<file path="config.mk">
export PLATFORM = sky130hd
export DESIGN_NAME = umips_ifetch
export DESIGN_NICKNAME = d
export VERILOG_FILES = /design/src/rtl/umips_ifetch.sv
export SDC_FILE = /design/constraint.sdc
export NUM_CORES = 1
export LEC_CHECK = 0
export CAP_MARGIN = 20
export CORE_MARGIN = 2
export CORE_UTILIZATION = 45
export DETAILED_ROUTE_END_ITERATION = 6
export PLACE_DENSITY = 0.75
export SLEW_MARGIN = 25
export SYNTH_ARGS = -nofsm -noshare
export SYNTH_HDL_FRONTEND = slang
export SYNTH_SLANG_ARGS = --single-unit
</file>
<file path="constraint.sdc">
create_clock -name clk -period 2.4 [get_ports clk]
set_input_delay 0.72 -clock clk [delete_from_list [all_inputs] [get_ports clk]]
set_output_delay 0.72 -clock clk [all_outputs]
set_load 0.02 [all_outputs]
</file>
<file path="src/rtl/umips_ifetch.sv">
// ============================================================================
// Module   : umips_ifetch
// Brief    : Single-outstanding instruction fetch stage with flush/stall
//            handling and an optional fetch-timeout bus error
//            (enabled by defining UMIPS_IFETCH_TIMEOUT_EN).
// Revision : 1.0
// ============================================================================
`default_nettype none

module umips_ifetch #(
  parameter int TIMEOUT_CYCLES = 16
) (
  input  logic        clk,
  input  logic        rst,
  input  logic [31:0] pc_i,
  output logic        pc_stall_o,
  output logic        imem_req,
  output logic [31:0] imem_addr,
  input  logic        imem_ack,
  input  logic [31:0] imem_rdata,
  input  logic        stall_i,
  input  logic        flush_i,
  output logic        valid_o,
  output logic [31:0] instr_o,
  output logic [31:0] pc_o,
  output logic        ibus_err_o
);

  typedef enum logic [1:0] {
    S_IDLE = 2'd0,
    S_REQ  = 2'd1,
    S_HOLD = 2'd2,
    S_KILL = 2'd3
  } state_t;

  state_t      r_state;
  state_t      w_state_nxt;
  logic [31:0] r_addr;
  logic [31:0] r_hold_instr;
  logic [31:0] r_hold_pc;
  logic        r_hold_err;
  logic        r_valid;
  logic [31:0] r_instr;
  logic [31:0] r_pc;
  logic        r_err;
  logic        w_tmo;
  logic        w_fin;
  logic        w_deliver;
  logic        w_capture;
  logic [31:0] w_fin_instr;
  logic [31:0] w_out_instr;
  logic [31:0] w_out_pc;
  logic        w_out_err;

`ifdef UMIPS_IFETCH_TIMEOUT_EN
  localparam int c_cnt_w = $clog2(TIMEOUT_CYCLES + 1);

  logic [c_cnt_w-1:0] r_tmo_cnt;
  logic               w_waiting;

  assign w_waiting = (r_state == S_REQ) || (r_state == S_KILL);
  // Fires in the TIMEOUT_CYCLES-th waiting cycle, so the error is presented
  // right after that many request cycles.
  assign w_tmo     = w_waiting && !imem_ack &&
                     (r_tmo_cnt == c_cnt_w'(TIMEOUT_CYCLES - 1));

  always_ff @(posedge clk or negedge rst) begin
    if (!rst) begin
      r_tmo_cnt <= '0;
    end else if (w_state_nxt != r_state) begin
      r_tmo_cnt <= '0;
    end else if (w_waiting && !imem_ack) begin
      r_tmo_cnt <= r_tmo_cnt + c_cnt_w'(1);
    end
  end
`else
  assign w_tmo = 1'b0;
`endif

  assign w_fin       = imem_ack || w_tmo;
  assign w_fin_instr = w_tmo ? 32'h0000_0000 : imem_rdata;

  always_comb begin
    w_state_nxt = r_state;
    w_deliver   = 1'b0;
    w_capture   = 1'b0;
    case (r_state)
      S_IDLE: begin
        if (!flush_i) w_state_nxt = S_REQ;
      end
      S_REQ: begin
        if (flush_i) begin
          w_state_nxt = w_fin ? S_IDLE : S_KILL;
        end else if (w_fin) begin
          if (stall_i) begin
            w_capture   = 1'b1;
            w_state_nxt = S_HOLD;
          end else begin
            w_deliver   = 1'b1;
            w_state_nxt = S_IDLE;
          end
        end
      end
      S_HOLD: begin
        if (flush_i) begin
          w_state_nxt = S_IDLE;
        end else if (!stall_i) begin
          w_deliver   = 1'b1;
          w_state_nxt = S_IDLE;
        end
      end
      S_KILL: begin
        if (w_fin) w_state_nxt = S_IDLE;
      end
      default: w_state_nxt = S_IDLE;
    endcase
  end

  assign w_out_instr = (r_state == S_HOLD) ? r_hold_instr : w_fin_instr;
  assign w_out_pc    = (r_state == S_HOLD) ? r_hold_pc    : r_addr;
  assign w_out_err   = (r_state == S_HOLD) ? r_hold_err   : w_tmo;

  always_ff @(posedge clk or negedge rst) begin
    if (!rst) begin
      r_state      <= S_IDLE;
      r_addr       <= '0;
      r_hold_instr <= '0;
      r_hold_pc    <= '0;
      r_hold_err   <= 1'b0;
      r_valid      <= 1'b0;
      r_instr      <= '0;
      r_pc         <= '0;
      r_err        <= 1'b0;
    end else begin
      r_state <= w_state_nxt;
      if ((r_state == S_IDLE) && !flush_i) r_addr <= pc_i;
      if (w_capture) begin
        r_hold_instr <= w_fin_instr;
        r_hold_pc    <= r_addr;
        r_hold_err   <= w_tmo;
      end
      // Flush beats stall; a stall freezes the presented instruction.
      if (flush_i)       r_valid <= 1'b0;
      else if (!stall_i) r_valid <= w_deliver;
      if (w_deliver) begin
        r_instr <= w_out_instr;
        r_pc    <= w_out_pc;
        r_err   <= w_out_err;
      end
    end
  end

  // Request is decoded from state so an asynchronous reset drops it at once.
  assign imem_req   = (r_state == S_REQ) || (r_state == S_KILL);
  assign imem_addr  = r_addr;
  assign pc_stall_o = !rst || !(w_deliver || flush_i);
  assign valid_o    = r_valid;
  assign instr_o    = r_instr;
  assign pc_o       = r_pc;
  assign ibus_err_o = r_err;

endmodule

`default_nettype wire
</file>
Yosys cells after proc, flatten, opt, wreduce, memory -nomap -nowiden
Index checks and enable logic that the tools add are counted.
{ "totals": {"reg_bits": 163, "inputBits": 69, "output_inout_bits": 100} }
{ "op_classes": {"eq_ne": 8, "n_mux": 22, "reduce_logical": 9} }
{ "ops": {"columns": ["cell", "n"], "rows": [
  ["$mux W32", 2],
  ["$mux W2", 8],
  ["$mux W1", 10],
  ["$pmux W2 S4", 1],
  ["$ne A3 B3 Y1 const B", 2],
  ["$eq A2 B2 Y1 const B", 2],
  ["$ne A2 B2 Y1 const B", 2],
  ["$reduce_and A4 Y1", 1],
  ["$logic_not A1 Y1", 3],
  ["$logic_or A1 B1 Y1", 3],
  ["$eq A2 B1 Y1 const B", 1],
  ["$logic_not A2 Y1", 1],
  ["$ne A2 B1 Y1 const B", 1],
  ["$pmux W1 S2", 1],
  ["$logic_and A1 B1 Y1", 1]
]} }

Longest topological paths before layout
{ "logic_depth": {"ltp_word": 7, "mapped_depth": 9, "mapped_depth_nobuf": 6} }

Worst setup path after synthesis
Ideal clock, no wire load.
{ "synth_timing": {"path_kind": "input -> output", "startpoint": "input port flush_i", "endpoint": "output port pc_stall_o", "arrival_ns": 1.923, "required_ns": 1.680, "setup_slack_ns": -0.243, "stages": 7, "path_cell_list": "buf_4 nor2_1 and3b_1 buf_2 buf_6 buf_6 o21ai_0"} }
{ "synth_between": {"elab_chain_len": 5} }
{ "synth_lines": {"columns": ["element", "line_no", "rtl"], "rows": [
  ["start, declared", "22", "input logic flush_i,"],
  ["$mux W1 (on tied branches)", "105, 92", null],
  ["$pmux W1 S2", "87", "case (r_state)"],
  ["$logic_or A1 B1 Y1 (*)", "156", "assign pc_stall_o = !rst || !(w_deliver || flush_i);"],
  ["$logic_not A1 Y1 (*)", "156", null],
  ["$logic_or A1 B1 Y1 (*)", "156", null],
  ["end, declared", "16", "output logic pc_stall_o,"]
]} }
Mark *: on every way between the ends. The rest lies on a longest branch, timed or not.

Worst setup path in the final report
{ "layout_timing": {"startpoint": "register r_state[0]", "endpoint": "output port imem_req"} }
{ "layout_between": {"elab_chain_len": 2} }
{ "layout_lines": {"columns": ["element", "line_no", "rtl"], "rows": [
  ["start, declared", "36", "state_t r_state;"],
  ["start signal, assigned", "135", "r_state <= w_state_nxt;"],
  ["$eq A2 B1 Y1 / $eq A2 B2 Y1 (equally long branches)", "154", "assign imem_req = (r_state == S_REQ) || (r_state == S_KILL);"],
  ["$logic_or A1 B1 Y1 (*)", "154", null],
  ["end, declared", "17", "output logic imem_req,"]
]} }
Marks and branches as above.

==> results.ini <==
[synthesis]
yosysSeqAreaShare_pct = 58.5
synth_area_per_cell_sq_um = 13.6
synthTopCellsByArea = dfrtp_1 (59%), mux2_2 (15%), mux2i_1 (9.5%)
synth.distinct_cells = 25
syn_nets = 587
syn_inst = 513
yosys.area.top_type_share_pct = 58.5
yosysTopAreaCell = dfrtp_1
ys.warnings.count = 0
ys_seq_elements = 163
netlist_area_sq_um = 6970

[die]
die-height_um = 128
die_area_sq_um = 16500
io_pins = 169
fp.dieW_um = 128
start_util_pct = 46.0
core.rowCount = 45
core-area_sq_um = 15100

[worst_setup_path]
critPathRequiredTime_ps = 1680
cp_slowest_cell = dfrtp_2
crit_arrival_ps = 1670
cp_cell_sequence = ha_4 > buf_4 > or2_2 > buf_2
cp-end-kind = output pin
critPathBufInv = 2
cpPeakStageDelay_ps = 460
crit_fanout = 5
critPathTopFamily = flip-flops
crit_type = reg2out
worstReg2RegStart = r_state[0]$_DFFE_PN0P_
cp-start-kind = flip-flop
cp-startpoint = r_state[0]$_DFFE_PN0P_

[final_layout]
fillers = 1183
area_growth_pct = 35.7
fin_nets = 758
multi_input_area_sq_um = 2670
n_antenna_cell = 0
final_cells = 885
ff_latch_area_sq_um = 4080
final_layout_size_suffix_gt1_share_pct = 27.0

[grt]
grt_start_max_net_pins = 164
grt_pass1_vias = 4831
grt_pass1_wl_mm = 23.8
gr-total-overflow = 0
antenna_found_initial = 0
grtUsageTotal_pct = 18.6

[power]
pwr-share-clk_pct = 20.0
power.switching_mw = 4.59
p_leak_nw = 3.87
comb_power_share_pct = 42.1
irDropWorstVdd_v = 0.000726
p_int_mw = 8.68
pwr-share-seq_pct = 37.9
switching_share_pct = 34.6
power_density_nw_per_um2 = 1400

[cts]
holdBufCountCts = 0
clockBufferDepth = 2
cts.sink_count = 163
root_buffer = clkbuf_16
clk_pin_slew_worst_paths_ps = 60
clkLatencyLatePin_ps = 420
numCtsBuffers = 17
cts_tree = done
htreeDepth = 4

[placement]
finalWeightedCongestion = 0.725
hpwlAfterDp_mm = 9.64
numPortBuffers = 167
place_inst = 851

[routing]
drt-vias-per-instance = 5.12
drc = 0
first_pass_iters = 4
num_vias = 4532
drt_wl_total_mm = 14.6
drtIter0Drc = 143
wl_per_cell_um = 16.5
ant_nets = 0

[flow_run]
maxCapViolations = 0

[run_status]
outcome = finished clean

[timing]
max_freq_mhz = 418
finClkSkew_ps = 6.53
finalCriticalPeriod_ps = 2390
slew_viol_final = 0
slew_headroom_pct = 43.0
timing.final.crit_share_pct = 99.7
rsz0062_at_grt = yes
setup-violations-final = 0
hold_viol = 0
whs_ps = 472
max_slew.worst_pin.slew_ps = 855

[worst_hold_path]
hp-class = in2async

## metal layers
layer | track usage, % | vias up | routed length, um
met5 | 0 | - | 0
met4 | 7.69 | 0 | 299
met3 | 5.45 | 21 | 771
met2 | 31.3 | 111 | 7360
met1 | 22.7 | 2269 | 6180
li1 | - | 2131 | -
## cells in the final DEF, fill, tap and decap left out, types with 2 or more instances in the layout
master,n
buf_12,5
clkinv_2,4
mux2i_1,66
a21oi_2,35
bufinv_16,2
mux2_2,90
clkbuf_1,3
buf_4,13
nor2_1,65
clkdlybuf4s50_1,161
ha_1,2
dlygate4sd2_1,3
buf_6,3
inv_1,2
nor2b_4,2
dfrtp_1,162
clkinvlp_4,2
clkbuf_8,3
a21oi_1,32
nand2_1,2
mux2_1,6
ha_4,3
clkbuf_16,17
## cells in the mapped netlist (all sizes together)
library cell,instances
dfrtp,163
mux2,96
a21oi,67
mux2i,66
nor2,65
buf,33
ha,5
inv,4
nand2,2
nor2b,2
a21o,1
a31oi,1
and3b,1
clkbuf,1
conb,1
nand3,1
nand3b,1
o21ai,1
o221ai,1
or2,1
## cell type report
cell class | count | area share [%]
Clock buffer | 23 | 5.05
Tap cell | 188 | 2.49
Clock inverter | 9 | 1.10
Multi-Input combinational cell | 312 | 28.2
Timing Repair Buffer | 186 | 19.8
Sequential cell | 163 | 43.2
Inverter | 4 | 0.185
## worst paths after layout
check | slack [ps] | depth (start not counted) | to
max in group asynchronous | 1300 | 2 | pc_o[1]$_DFFE_PN0P_
hold reg to reg | 490 | 1 | valid_o$_DFFE_PN0P_
hold / removal | 470 | 2 | instr_o[28]$_DFFE_PN0P_
setup / recovery | 8 | 4 | imem_req
min in group clk | 490 | 1 | valid_o$_DFFE_PN0P_
setup reg to reg | 160 | 8 | pc_o[22]$_DFFE_PN0P_
## logic make-up (layout without fill, tap and decap cells)
kind of cell | after synthesis | after routing | synth area share [%]
AND/OR/NAND/NOR | 73 | 73 | 4.47
flip-flops | 163 | 163 | 58.5
buffers and inverters | 38 | 222 | 4.02
multiplexers | 162 | 162 | 25.0
AO/OA/AOI/OAI | 71 | 71 | 7.04
adder cells (fa/ha/maj) | 5 | 5 | 0.898
other | 1 | 1 | 0.0538
## per-stage QoR
stage | util (%) | instance area, sq um | setup TNS [ps] | total power [mW] | worst slack, ps
CTS | 62.3 | 9440 | -26.5 | 13.4 | -17.9
finish | 62.4 | 9460 | 0 | 13.3 | 7.88
floorplan | - | 6970 | 0 | 8.10 | 7.86
global route | 62.4 | 9460 | -87.3 | 14.1 | -55.3
detailed placement | 58.3 | 8830 | -15030 | 10.7 | -533
global placement | 58.3 | 8830 | -13830 | 10.4 | -527
## timing repair
| action | in CTS | in global routing |
|---|---|---|
| setup endpoints to repair | 2 | 3 |
| pin swaps | 2 | 1 |
| buffers inserted | 2 | 0 |
| gates resized for setup | 19 | 3 |
## sequential cells by signal, summed over array words and instances, names as in the netlist
signal        count
imem_addr        32
instr_o          32
r_hold_pc        32
r_hold_instr     32
pc_o             32
valid_o           1
r_state           2
## power groups by stage
stage                     logic, mW  registers (mW)  clock network, mW
after floorplan                2.20            5.90                  0
after global placement         5.45            4.97                  0
after detailed placement       5.59            5.07                  0
after CTS                      5.65            5.04               2.72
after global routing           6.00            5.22               2.83
final                          5.59            5.04               2.65
## worst reg2reg max path: cells and delay by family (launching register included)
family / cells / cell delay, ps
buffers and inverters: 3 / 930
AOI/OAI and AO/OA: 2 / 180
DFF: 1 / 460
and+or+nand+nor: 2 / 450
adders and majority gates: 1 / 160
No activity file was read; power rests on OpenSTA's default activity.
